===== src/rtl/mmio_perf_ctrl_pkg.sv =====
`default_nettype none
// ============================================================================
//  Package     : lc3b_types
//  Description : Shared types and constants for the MMIO performance-counter
//                front end: controller state encoding, MMIO window location,
//                control-register offset and named counter indices.
//  Revision    : 1.0 - initial release
// ============================================================================
package lc3b_types;

    // Controller states
    typedef enum logic [2:0] {
        IDLE    = 3'd0,
        CACHE   = 3'd1,
        MMIO_RD = 3'd2,
        MMIO_WR = 3'd3,
        RESP    = 3'd4
    } mmio_perf_state_t;

    // MMIO window: 32 bytes starting at a 32-byte aligned base
    localparam logic [15:0] MMIO_BASE         = 16'hFFE0;
    localparam logic [4:0]  MMIO_CTRL_OFFSET  = 5'h1E;
    localparam int          PERF_NUM_COUNTERS = 11;

    // Counter indices inside the bank (address = MMIO_BASE + 2*index)
    localparam logic [3:0] ICACHE_MISS  = 4'h0;
    localparam logic [3:0] ICACHE_HIT   = 4'h1;
    localparam logic [3:0] DCACHE_MISS  = 4'h2;
    localparam logic [3:0] DCACHE_HIT   = 4'h3;
    localparam logic [3:0] L2_MISS      = 4'h4;
    localparam logic [3:0] L2_HIT       = 4'h5;
    localparam logic [3:0] BR_TOTAL     = 4'h6;
    localparam logic [3:0] BR_MISPRED   = 4'h7;
    localparam logic [3:0] STALL_TOTAL  = 4'h8;
    localparam logic [3:0] STALL_MEM    = 4'h9;
    localparam logic [3:0] STALL_PCIFID = 4'hA;

endpackage : lc3b_types
`default_nettype wire


===== src/rtl/mmio_perf_ctrl_decode.sv =====
`default_nettype none
// ============================================================================
//  Module      : mmio_perf_decode
//  Description : Combinational address decoder for the performance-counter
//                MMIO window.
//    address  in  16  CPU data address
//    is_mmio  out 1   address falls inside the 32-byte window
//    idx      out 4   half-word index inside the window
//    is_ctrl  out 1   address is the control register
//    in_range out 1   idx selects an implemented counter
//  Revision    : 1.0 - initial release
// ============================================================================
module mmio_perf_decode #(
    parameter logic [15:0] BASE         = 16'hFFE0,
    parameter logic [4:0]  CTRL_OFFSET  = 5'h1E,
    parameter int          NUM_COUNTERS = 11
) (
    input  logic [15:0] address,
    output logic        is_mmio,
    output logic [3:0]  idx,
    output logic        is_ctrl,
    output logic        in_range
);
    import lc3b_types::*;

    // Five bits so that a full bank of 16 counters is still representable
    localparam logic [4:0] c_num_counters = 5'(NUM_COUNTERS);

    assign is_mmio  = (address[15:5] == BASE[15:5]);
    assign idx      = address[4:1];
    assign is_ctrl  = (address[4:0] == CTRL_OFFSET);
    assign in_range = ({1'b0, address[4:1]} < c_num_counters);

endmodule : mmio_perf_decode
`default_nettype wire


===== src/rtl/mmio_perf_ctrl.sv =====
`default_nettype none
// ============================================================================
//  Module      : mmio_perf_ctrl
//  Description : MEM-stage front end for the performance-counter bank.
//                Cacheable accesses are passed straight through to the Dcache
//                with no added latency; MMIO accesses are sequenced as
//                IDLE -> MMIO_RD/MMIO_WR -> RESP. Owns the freeze bit and the
//                clear-all strobe.
//    clk, reset                    clock, synchronous active-high reset
//    mem_*                         CPU data port
//    dcache_*                      forwarded Dcache port
//    counter, MMIO_read,
//    MMIO_write, counter_out       counter-bank select / read / clear
//    count_en, clear_all           bank-wide enable and clear strobe
//  Revision    : 1.0 - initial release
// ============================================================================
module mmio_perf_ctrl #(
    parameter logic [15:0] MMIO_BASE    = lc3b_types::MMIO_BASE,
    parameter int          NUM_COUNTERS = lc3b_types::PERF_NUM_COUNTERS,
    parameter logic [4:0]  CTRL_OFFSET  = lc3b_types::MMIO_CTRL_OFFSET
) (
    input  logic        clk,
    input  logic        reset,
    input  logic [15:0] mem_address,
    input  logic        mem_read,
    input  logic        mem_write,
    input  logic [15:0] mem_wdata,
    input  logic [1:0]  mem_byte_enable,
    output logic [15:0] mem_rdata,
    output logic        mem_resp,
    output logic        dcache_read,
    output logic        dcache_write,
    input  logic [15:0] dcache_rdata,
    input  logic        dcache_resp,
    output logic [3:0]  counter,
    output logic        MMIO_read,
    output logic        MMIO_write,
    input  logic [15:0] counter_out,
    output logic        count_en,
    output logic        clear_all
);
    import lc3b_types::*;

    localparam logic [7:0] c_num_counters8 = 8'(NUM_COUNTERS);

    mmio_perf_state_t r_state;
    logic [3:0]       r_counter;
    logic [15:0]      r_rdata;
    logic             r_freeze;
    logic             r_mmio_read;
    logic             r_mmio_write;
    logic             r_clear_all;
    logic             r_resp;

    logic             w_is_mmio;
    logic [3:0]       w_idx;
    logic             w_is_ctrl;
    logic             w_in_range;
    logic             w_req;
    logic             w_fwd;
    logic             w_unused_wdata;

    mmio_perf_decode #(
        .BASE         (MMIO_BASE),
        .CTRL_OFFSET  (CTRL_OFFSET),
        .NUM_COUNTERS (NUM_COUNTERS)
    ) u_decode (
        .address  (mem_address),
        .is_mmio  (w_is_mmio),
        .idx      (w_idx),
        .is_ctrl  (w_is_ctrl),
        .in_range (w_in_range)
    );

    // Only the freeze and clear-all bits of the control register exist
    assign w_unused_wdata = ^mem_wdata[15:2];

    assign w_req = mem_read | mem_write;

    // Pass-through is active from the request cycle itself so the Dcache
    // sees the access with no extra cycle in front of it.
    assign w_fwd = ((r_state == IDLE) && w_req && !w_is_mmio) || (r_state == CACHE);

    // A simultaneous read and write is treated as a write
    assign dcache_read  = w_fwd & mem_read & ~mem_write;
    assign dcache_write = w_fwd & mem_write;

    assign mem_resp  = w_fwd ? dcache_resp  : r_resp;
    assign mem_rdata = w_fwd ? dcache_rdata : r_rdata;

    assign counter    = r_counter;
    assign MMIO_read  = r_mmio_read;
    assign MMIO_write = r_mmio_write;
    assign clear_all  = r_clear_all;
    assign count_en   = ~r_freeze;

    always_ff @(posedge clk) begin
        if (reset) begin
            r_state      <= IDLE;
            r_counter    <= 4'h0;
            r_rdata      <= 16'h0000;
            r_freeze     <= 1'b0;
            r_mmio_read  <= 1'b0;
            r_mmio_write <= 1'b0;
            r_clear_all  <= 1'b0;
            r_resp       <= 1'b0;
        end else begin
            // Strobes are single-cycle unless re-armed below
            r_mmio_read  <= 1'b0;
            r_mmio_write <= 1'b0;
            r_clear_all  <= 1'b0;
            r_resp       <= 1'b0;
            case (r_state)
                IDLE: begin
                    if (w_req) begin
                        if (!w_is_mmio) begin
                            // A same-cycle Dcache hit completes without leaving IDLE
                            if (!dcache_resp) begin
                                r_state <= CACHE;
                            end
                        end else if (mem_write) begin
                            r_state   <= MMIO_WR;
                            r_counter <= w_idx;
                            if (mem_byte_enable != 2'b00) begin
                                if (w_in_range) begin
                                    r_mmio_write <= 1'b1;
                                end else if (w_is_ctrl) begin
                                    r_freeze    <= mem_wdata[0];
                                    r_clear_all <= mem_wdata[1];
                                end
                            end
                        end else begin
                            r_state     <= MMIO_RD;
                            r_counter   <= w_idx;
                            r_mmio_read <= 1'b1;
                        end
                    end
                end
                CACHE: begin
                    if (dcache_resp) begin
                        r_state <= IDLE;
                    end
                end
                MMIO_RD: begin
                    // Address is held by the CPU, so the decode is still valid here
                    if (w_in_range) begin
                        r_rdata <= counter_out;
                    end else if (w_is_ctrl) begin
                        r_rdata <= {c_num_counters8, 7'b0, r_freeze};
                    end else begin
                        r_rdata <= 16'h0000;
                    end
                    r_state <= RESP;
                    r_resp  <= 1'b1;
                end
                MMIO_WR: begin
                    r_state <= RESP;
                    r_resp  <= 1'b1;
                end
                RESP: begin
                    r_state <= IDLE;
                end
                default: begin
                    r_state <= IDLE;
                end
            endcase
        end
    end

endmodule : mmio_perf_ctrl
`default_nettype wire

===== config.mk =====
export PLATFORM = sky130hd
export DESIGN_NAME = mmio_perf_ctrl
export DESIGN_NICKNAME = d
export VERILOG_FILES = /design/src/rtl/mmio_perf_ctrl_pkg.sv /design/src/rtl/mmio_perf_ctrl_decode.sv /design/src/rtl/mmio_perf_ctrl.sv
export SDC_FILE = /design/constraint.sdc
export NUM_CORES = 1
export LEC_CHECK = 0
export BUFFER_PORTS_ARGS = -buffer_cell sky130_fd_sc_hd__clkbuf_2
export CORE_MARGIN = 5
export CORE_UTILIZATION = 39
export CTS_CLUSTER_DIAMETER = 40
export DETAILED_ROUTE_END_ITERATION = 10
export PLACE_DENSITY = 0.86
export SYNTH_ARGS = -nofsm -noshare
export SYNTH_HDL_FRONTEND = slang
export SYNTH_SLANG_ARGS = --single-unit

===== constraint.sdc =====
create_clock -name clk -period 2.2 [get_ports clk]
set_clock_uncertainty 0.2 [all_clocks]
set_input_delay 0.11 -clock clk [delete_from_list [all_inputs] [get_ports clk]]
set_output_delay 0.11 -clock clk [all_outputs]
set_load 0.02 [all_outputs]

==> results of run 1 <==
[worst register-to-register path, cell delays in order, from the launching register on]
cell	delay, ns
dfxtp_4	0.39
buf_4	0.13
or3_1	0.38
or4_4	0.49
nor3_4	0.15
and3b_1	0.21
[per-stage QoR]
step | hold slack [ns] | setup slack [ns] | std cells | power, uW | instance area [sq um]
global placement | 0.150 | 0.370 | 272 | 690 | 1780
detailed placement | 0.154 | 0.321 | 272 | 694 | 1780
finish | 0.0266 | 0.0735 | 307 | 983 | 2140
CTS | 0.0202 | 0.0168 | 302 | 983 | 2090
floorplan | -0.0169 | 0.461 | 147 | 608 | 1300
global route | 0.0497 | 0.00855 | 307 | 1030 | 2140
[flip-flops by register name, summed over array words and instances, names as in the netlist]
name and flops:
MMIO_write 1, counter 4, r_rdata 16, MMIO_read 1, r_resp 1, clear_all 1, r_state 3, r_freeze 1
[cell usage after synthesis, drive strengths merged (2+ instances only)]
cell type | number | area [sq um]
nor3 | 3 | 26.3
o21ai | 10 | 50.1
dfxtp | 28 | 561
inv | 2 | 7.51
buf | 2 | 10.0
nand4 | 3 | 18.8
nor4 | 4 | 31.3
nand3 | 18 | 90.1
nor2 | 7 | 26.3
nor3b | 3 | 27.5
a21o | 2 | 15.0
and3b | 2 | 17.5
mux2 | 17 | 191
a21oi | 20 | 100
clkbuf | 5 | 18.8
nand2 | 13 | 48.8
[per-layer routing]
metal  track usage  wire length [um]  part of all wire
met1         0.222              1810              0.41
met2         0.337              2290              0.51
met3        0.0366               244             0.055
met4        0.0596               109             0.024
met5             0                 0                 0
[kinds of logic after synthesis]
family | synth area share
buf+inv | 0.0279
compound gates | 0.140
mux | 0.147
flops | 0.430
simple gates | 0.255
[final cells by class]
type                    instances  area [sq um]  share of cell area
multi-input cells             110           736               0.343
flip-flops and latches         28           566               0.264
inverters                       2          7.51             0.00350
well taps                      46          57.6              0.0269
clock buffers                   4          36.3              0.0169
repair buffers                117           741               0.346
[repair_timing]
item | 4_1_cts | 5_1_grt
pin swaps | 1 | 2
hold buffers | 25 | 0
cloned | 1 | 2
endpoints found under the setup margin | 17 | 17
buffers inserted | 0 | 3
gates resized for setup | 6 | 6
hold endpoints to repair | 24 | 0
[power groups by stage]
| stage | logic, uW | registers (uW) | clock network [uW] |
|---|---|---|---|
| finish | 225 | 510 | 249 |
| global route | 241 | 510 | 277 |
| CTS | 215 | 510 | 258 |
| detailed placement | 173 | 521 | 0 |
| global placement | 169 | 521 | 0 |
| floorplan | 88.0 | 520 | 0 |
[final timing paths]
path                                         startpoint                       to  slack (ns)  depth (start not counted)
worst max-delay path            r_state[2]$_SDFFE_PP0P_             mem_rdata[4]        0.07                          5
worst max register to register  r_state[0]$_SDFFE_PP0P_    MMIO_write$_SDFF_PP0_        0.19                          5
worst min-delay path                           mem_read  r_state[1]$_SDFFE_PP0P_        0.03                          3
worst min register to register  r_rdata[6]$_SDFFE_PP0N_  r_rdata[6]$_SDFFE_PP0N_        0.26                          2
==> metrics.md, run 1 <==
| Metric | Value |
|---|---|
| Critical path capture point type | `output port` |
| Share of cells above drive strength 1 | `0.467` |
| Post-DR vias/cell | `4.96` |
| Max Cap Violations | `0` |
| Core Area | `0.00328 sq mm` |
| Slowest CP cell | `dfxtp_2` |
| Slew margin rel. | `0.574` |
| Clk root buf | `clkbuf_4` |
| Vias in the first global route | `1427` |
| Final setup fails | `0` |
| FF+latch count, synth | `28` |
| Worst-Margin Slew | `0.638 ns` |
| Mapped Nets | `218` |
| Post-synth EDFFs | `0` |
| Commonest non-fill, non-tap cells in the layout | `83 x clkbuf_2, 26 x dfxtp_1, 25 x dlygate4sd3_1` |
| Register area share after synthesis | `0.430` |
| Worst EP required | `1.89 ns` |
| 1st-pass router iterations | `4` |
| Io pins | `98` |
| Yosys cell types | `27` |
| Period utilization | `0.967` |
| Clock buffer depth | `2` |
| Initial DRC count | `73` |
| Largest net degree at the start of global routing | `24` |
| Logic pwr share | `0.228` |
| Status | `completed` |
| TritonCTS clock tree | `built` |
| Gpl congestion | `0.810` |
| Aggregate global routing overflow | `0` |
| Worst-path cell chain | `nor4_4, buf_4, clkbuf_4, mux2_2, clkbuf_2` |
| Port Buf Inserts | `83` |
| RSZ-0062 raised after global routing | `false` |
| CTS clk-pin slew, worst paths | `0.14 ns` |
| Die H | `67.8 um` |
| Crit-path leading delay family | `buffers and inverters` |
| DR WL/cell | `14.5 um` |
| Routed WL | `4450 um` |
| Post-Syn Instances | `147` |
| Worst-Skew Late Latency | `0.32 ns` |
| Max FO, Critical Path | `6` |
| Part of the power in the clock network | `0.253` |
| Detailed placement HPWL | `2860 um` |
| Die ar. | `0.00460 sq mm` |
| Switching Fraction | `0.261` |
| TritonCTS Buffers | `3` |
| Final core utilization | `0.653` |
| Endpoints failing hold | `0` |
| Asr flop ratio synth | `0` |
| FP Rows | `21` |
| Pins Over Slew Limit | `0` |
| Leakage | `0.000972 uW` |
| H-tree depth | `1` |
| CP peak stage delay | `0.39 ns` |
| Part of the power in registers | `0.518` |
| Startpoint types | `flip-flop` |
| Warnings, synthesis | `0` |
| Nets | `333` |
| Fillers | `280` |
| Setup TNS after final layout | `0 ns` |
| Main synth FF type | `dfxtp_1` |
| Clock sinks | `28` |
| First-pass GRT wire length | `6510 um` |
| Mean Syn Cell Area | `8.86 sq um` |
| Buf/Inv on CP | `3` |
| F_max | `470 MHz` |
| P_sw | `257 uW` |
| Tmin final | `2.13 ns` |
| PwrDens | `459 mW/mm^2` |
| Peak supply drop | `0.307 mV` |
| Area Overhead vs Synth | `64.6%` |
| Commonest non-fill, non-tap cell in the layout | `clkbuf_2` |
| Initial Util | `0.397` |
| Hold crit path type | `input port to flip-flop` |
| GRT Util Overall | `0.187` |
| Die width | `67.8 um` |
| Mapped Area | `0.00130 sq mm` |
| Via count | `1524` |
| CP Data Arrival Time | `1.82 ns` |
| Residual DRC | `0` |
| Initial antenna violation count | `0` |
| WS Path Type | `flip-flop to output port` |
| Diode count | `0` |
| Internal cell power | `726 uW` |
| DRT antenna net count | `0` |
Power figures use the tool's default switching activity.
==> inputs of run 2 (changes only) <==
--- a/config.mk
+++ b/config.mk
@@ -11,6 +11,8 @@
 export CTS_CLUSTER_DIAMETER = 40
 export DETAILED_ROUTE_END_ITERATION = 10
 export PLACE_DENSITY = 0.86
+export RECOVER_POWER = 50
 export SYNTH_ARGS = -nofsm -noshare
 export SYNTH_HDL_FRONTEND = slang
 export SYNTH_SLANG_ARGS = --single-unit
+export TNS_END_PERCENT = 20
==> run 2 against run 1 <==
- die area is the same
- via count about the same
- fmax decreased by 0.84%
- critical path type unchanged
- largest cell class is now multi-input combinational cells
==> metrics.md, run 2 (synthesized netlist as in run 1, its figures left out) <==
| Metric | Value |
|---|---|
| Status | `completed` |
| Biggest register | `r_rdata` |
| Aggregate global routing overflow | `0 (unchanged)` |
| Max FO, Critical Path | `6 (unchanged)` |
| Post-DR vias/cell | `4.99 (+0.59%)` |
| Initial Util | `0.397 (unchanged)` |
| CP Data Arrival Time | `1.83 ns (about the same)` |
| FP Rows | `21 (unchanged)` |
| CP Depth | `4 (-1)` |
| Die width | `67.8 um (unchanged)` |
| 1st-pass router iterations | `4 (unchanged)` |
| First-pass GRT wire length | `6510 um (unchanged)` |
| Buf/Inv on CP | `2 (-1)` |
| Via count | `1523 (-0.066%)` |
| Port Buf Inserts | `83 (unchanged)` |
| DR WL/cell | `14.3 um (-1.0%)` |
| Die H | `67.8 um (unchanged)` |
| Tmin final | `2.14 ns (+0.0181 ns)` |
| Max Cap Violations | `0 (unchanged)` |
| Hold crit path type | `input port to flip-flop` |
| Crit-path leading delay family | `simple AND/OR/NAND/NOR gates` |
| Largest net degree at the start of global routing | `24 (unchanged)` |
| Nets | `331 (-0.60%)` |
| Routed WL | `4380 um (-1.7%)` |
| Setup TNS after final layout | `0 ns (unchanged)` |
| H-tree depth | `1 (unchanged)` |
| Worst-Skew Late Latency | `0.32 ns (about the same)` |
| Pins Over Slew Limit | `0 (unchanged)` |
| Residual DRC | `0 (unchanged)` |
| Critical path capture point type | `output port` |
| Slowest CP cell | `nor4_4` |
| R2R cell count | `5 (unchanged)` |
| Clk root buf | `clkbuf_4` |
| Diode count | `0 (unchanged)` |
| Peak supply drop | `0.309 mV (+0.56%)` |
| Period utilization | `0.975 (+0.00822)` |
| Leakage | `0.000926 uW (-4.8%)` |
| TritonCTS Buffers | `3 (unchanged)` |
| Area Overhead vs Synth | `61.4%` |
| Core Area | `0.00328 sq mm (unchanged)` |
| DRT antenna net count | `0 (unchanged)` |
| Final core utilization | `0.640 (-0.0126)` |
| Clock buffer depth | `2 (unchanged)` |
| Gpl congestion | `0.810 (unchanged)` |
| RSZ-0062 raised after global routing | `true` |
| Share of cells above drive strength 1 | `0.425 (-0.0427)` |
| Worst-Margin Slew | `0.640 ns (+0.00196 ns)` |
| Detailed placement HPWL | `2860 um (unchanged)` |
| Startpoint types | `flip-flop` |
| Worst EP required | `1.89 ns (about the same)` |
| CP peak stage delay | `0.41 ns (+0.02 ns)` |
| Largest register FFs | `16 (unchanged)` |
| Initial DRC count | `77 (+5.5%)` |
| Worst reg2reg startpoint | `r_state[0]$_SDFFE_PP0P_` |
| CTS clk-pin slew, worst paths | `0.14 ns (about the same)` |
| Endpoints failing hold | `0 (unchanged)` |
| Vias in the first global route | `1427 (unchanged)` |
| Final setup fails | `0 (unchanged)` |
| Worst-path cell chain | `nor4_4, buf_4, mux2_2, clkbuf_2` |
| PwrDens | `464 mW/mm^2 (+1.2%)` |
| GRT Util Overall | `0.187 (unchanged)` |
| Clock sinks | `28 (unchanged)` |
| TritonCTS clock tree | `built` |
| F_max | `466 MHz (-0.84%)` |
| Commonest non-fill, non-tap cells in the layout | `75 x clkbuf_2, 26 x dfxtp_1, 25 x dlygate4sd3_1` |
| WS Path Type | `flip-flop to output port` |
| Slew margin rel. | `0.572 (-0.00131)` |
| Hold Crit Start | `mem_read` |
| Die ar. | `0.00460 sq mm (unchanged)` |
| Io pins | `98 (unchanged)` |
| Commonest non-fill, non-tap cell in the layout | `clkbuf_2` |
| Initial antenna violation count | `0 (unchanged)` |
| Reg-to-reg slack, setup | `0.20 ns (about the same)` |
| CP Capture Point | `mem_rdata[7]` |
| CP startpoint | `r_state[2]$_SDFFE_PP0P_` |
| Reg2reg end | `MMIO_write$_SDFF_PP0_` |
==> run 2: worst min path at each step <==
stage               cells after the start                        to  slack (ns)
finish                                  3   r_state[1]$_SDFFE_PP0P_        0.03
detailed placement                      3   r_rdata[7]$_SDFFE_PP0N_        0.15
global placement                        3  r_rdata[12]$_SDFFE_PP0N_        0.15
global route                            3   r_state[1]$_SDFFE_PP0P_        0.05
CTS                                     3     MMIO_write$_SDFF_PP0_        0.02
floorplan                               1   r_state[1]$_SDFFE_PP0P_       -0.02
==> run 2: repair_timing <==
action / 4_1_cts / 5_1_grt
buffers inserted: 0 / 2
hold buffers: 25 / 0
endpoints found under the hold margin: 24 / 0
pin swaps: 1 / 1
setup endpoints to repair: 17 / 17
gates cloned: 1 / 1
resized for setup: 6 / 4
==> run 2: power by group <==
| part | switching (uW) | internal (uW) | leakage [uW] |
|---|---|---|---|
| Combinational | 105 | 114 | 0.000678 |
| Sequential | 1.30 | 508 | 0.000227 |
| Clock | 145 | 101 | 0.0000210 |
==> run 2: metrics by stage <==
stage          cells  setup WS, ns  hold WS, ns  cell area [sq um]  total power (uW)
6_report         305        0.0554       0.0311               2100               975
5_1_grt          305       -0.0229       0.0502               2100              1020
4_1_cts          302        0.0168       0.0202               2090               983
3_5_place_dp     272         0.321        0.154               1780               694
3_3_place_gp     272         0.370        0.150               1780               690
2_1_floorplan    147         0.461      -0.0169               1300               608
==> run 2: worst register-to-register path: stages, from the launching register on <==
cell,delay (ns)
dfxtp_4,0.38
buf_4,0.13
or3_1,0.38
or4_4,0.49
nor3_4,0.15
and3b_1,0.21
==> run 2: per-layer routing <==
| metal | GRT usage | share of wire | vias to the layer above |
|---|---|---|---|
| met4 | 0.0596 | 0.022 | 0 |
| met1 | 0.222 | 0.39 | 699 |
| li1 | - | - | 760 |
| met3 | 0.0366 | 0.061 | 8 |
| met5 | 0 | 0 | - |
| met2 | 0.337 | 0.52 | 56 |
==> run 2: cell type report <==
class / count / area, sq um
Clock buffer: 4 / 36.3
Fill cell: 291 / 1180
Inverter: 2 / 7.51
Multi-Input combinational cell: 110 / 727
Sequential cell: 28 / 566
Tap cell: 46 / 57.6
Timing Repair Buffer: 115 / 708
==> inputs of run 3 (changes only) <==
--- a/config.mk
+++ b/config.mk
@@ -6,9 +6,12 @@
 export NUM_CORES = 1
 export LEC_CHECK = 0
 export BUFFER_PORTS_ARGS = -buffer_cell sky130_fd_sc_hd__clkbuf_2
+export CAP_MARGIN = 10
+export CORE_ASPECT_RATIO = 2
 export CORE_MARGIN = 5
 export CORE_UTILIZATION = 39
 export CTS_CLUSTER_DIAMETER = 40
+export CTS_CLUSTER_SIZE = 28
 export DETAILED_ROUTE_END_ITERATION = 10
 export PLACE_DENSITY = 0.86
 export RECOVER_POWER = 50
==> run 3 against run 2 <==
- first-iteration DRC count is 30% lower
- sequential power is essentially flat
- largest cell class unchanged
- combinational power barely moved
- critical path type is now flip-flop to flip-flop
- cell count fell by 5.6%
- routed wire length up 4.5%
==> metrics.md, run 3 (synthesized netlist as in run 1, its figures left out) <==
| Metric | Value |
|---|---|
| WS Path Type | `flip-flop to flip-flop` |
| Tmin final | `2.17 ns (+0.0276 ns)` |
| Period utilization | `0.987 (+0.0125)` |
| Switching Fraction | `0.239 (-0.0193)` |
| Worst EP required | `2.20 ns (+0.31 ns)` |
| Aggregate global routing overflow | `0 (unchanged)` |
| Residual DRC | `0 (unchanged)` |
| Biggest register | `r_rdata` |
| Max Cap Violations | `0 (unchanged)` |
| Gpl congestion | `0.767 (-5.4%)` |
| Clock buffer depth | `2 (unchanged)` |
| FP Rows | `29 (+38%)` |
| Vias in the first global route | `1533 (+7.4%)` |
| Hold crit path type | `input port to flip-flop` |
| Share of cells above drive strength 1 | `0.424 (-0.000586)` |
| Die ar. | `0.00467 sq mm (+1.5%)` |
| Clk root buf | `clkbuf_8` |
| Startpoint types | `flip-flop` |
| Area Overhead vs Synth | `61.0%` |
| DR WL/cell | `15.9 um (+11%)` |
| Routed WL | `4570 um (+4.5%)` |
| P_sw | `271 uW (+7.5%)` |
| Part of the power in registers | `0.450 (-0.072)` |
| Peak supply drop | `0.500 mV (+62%)` |
| WHS | `0.0415 ns (+0.0104 ns)` |
| Port Buf Inserts | `83 (unchanged)` |
| Final core utilization | `0.657 (+0.0167)` |
| Io pins | `98 (unchanged)` |
| Nets | `329 (-0.60%)` |
| Status | `completed` |
| RSZ-0062 raised after global routing | `true` |
| Initial antenna violation count | `0 (unchanged)` |
| Core Area | `0.00319 sq mm (-2.8%)` |
| Via count | `1567 (+2.9%)` |
| Leakage | `0.000927 uW (+0.17%)` |
| Endpoints failing hold | `0 (unchanged)` |
| CP Data Arrival Time | `2.17 ns (+0.34 ns)` |
| Critical path capture point type | `flip-flop` |
| DRT antenna net count | `0 (unchanged)` |
| Commonest non-fill, non-tap cells in the layout | `75 x clkbuf_2, 26 x dfxtp_1, 25 x dlygate4sd3_1` |
| GRT Util Overall | `0.195 (+0.00793)` |
| Commonest non-fill, non-tap cell in the layout | `clkbuf_2` |
| Final setup fails | `0 (unchanged)` |
| Clock sinks | `28 (unchanged)` |
| Initial Util | `0.408 (+0.0113)` |
| Largest net degree at the start of global routing | `24 (unchanged)` |
| Inst Count DP | `258 (-5.1%)` |
| Worst-Margin Slew | `0.594 ns (-0.0461 ns)` |
| Logic pwr share | `0.191 (-0.034)` |
| Pins Over Slew Limit | `0 (unchanged)` |
| H-tree depth | `1 (unchanged)` |
| Fin cells | `288 (-5.6%)` |
| Post-DR vias/cell | `5.44 (+9.0%)` |
| TritonCTS clock tree | `built` |
| Worst-Skew Late Latency | `0.28 ns (-0.04 ns)` |
| Internal cell power | `861 uW (+19%)` |
| Initial DRC count | `54 (-30%)` |
| TritonCTS Buffers | `3 (unchanged)` |
| Max FO, Critical Path | `7 (+1)` |
| Part of the power in the clock network | `0.359 (+0.106)` |
| Diode count | `0 (unchanged)` |
| First-pass GRT wire length | `7210 um (+11%)` |
| Die H | `91.7 um (+35%)` |
| Die width | `50.9 um (-25%)` |
| PwrDens | `540 mW/mm^2 (+16%)` |
| Post-CTS Setup Bufs | `0 (unchanged)` |
| Detailed placement HPWL | `3130 um (+9.5%)` |
| Largest register FFs | `16 (unchanged)` |
| CTS clk-pin slew, worst paths | `0.09 ns (-0.05 ns)` |
| Slew margin rel. | `0.603 (+0.0308)` |
| F_max | `460 MHz (-1.3%)` |
| Setup TNS after final layout | `0 ns (unchanged)` |
| 1st-pass router iterations | `4 (unchanged)` |
## run 3: cell types whose count changed in the layout (fill, tap and decap cells not counted), sizes merged
cell,before,now
clkbuf,89,88
buf,5,3
bufinv,0,1
## run 3: cell type report
cell class	count	area [sq um]
Fill cell	284	1100
Multi-Input combinational cell	110	727
Timing Repair Buffer	113	689
Sequential cell	28	563
Clock buffer	3	41.3
Tap cell	31	38.8
Clock inverter	1	30.0
Inverter	2	7.51
## run 3: layer usage
layer / GRT usage / part of all wire / vias up
li1: - / - / 753
met1: 0.214 / 0.33 / 708
met2: 0.338 / 0.55 / 88
met3: 0.0292 / 0.074 / 18
met4: 0.115 / 0.044 / 0
met5: 0 / 0 / -
## run 3: worst paths after layout
path                                                  to                     start  cells after the start  slack, ns
worst max-delay path               r_freeze$_SDFFE_PP0P_   r_state[2]$_SDFFE_PP0P_                      6       0.03
worst max register to register     r_freeze$_SDFFE_PP0P_   r_state[2]$_SDFFE_PP0P_                      6       0.03
worst min-delay path                clear_all$_SDFF_PP0_            mem_address[0]                      3       0.04
worst min register to register  r_rdata[10]$_SDFFE_PP0N_  r_rdata[10]$_SDFFE_PP0N_                      2       0.25
## run 3: power by group through the flow
stage	Combinational, uW	Clock (uW)	Sequential, uW
2_1_floorplan	88.0	0	520
3_3_place_gp	172	0	521
3_5_place_dp	175	0	521
4_1_cts	210	411	509
5_1_grt	234	433	510
6_report	216	407	509
## run 3: worst max-delay path, stage by stage (launching register included)
cell and delay (ns):
dfxtp_2 0.37, or3_1 0.41, nor4_2 0.15, buf_4 0.19
nand3_1 0.08, dlygate4sd3_1 0.57, a21oi_1 0.13
## run 3: stage by stage
step | setup slack [ns] | cell area (sq um) | power (uW)
2_1_floorplan | 0.461 | 1300 | 608
3_3_place_gp | 0.373 | 1760 | 692
3_5_place_dp | 0.339 | 1760 | 696
4_1_cts | 0.0313 | 2090 | 1130
5_1_grt | -0.0284 | 2100 | 1180
6_report | 0.0278 | 2100 | 1130
## run 3: what timing repair did
item / in CTS / in global routing
hold buffers: 25 / 0
endpoints found under the hold margin: 24 / 0
setup endpoints to repair: 0 / 17
gates resized for setup: 0 / 7
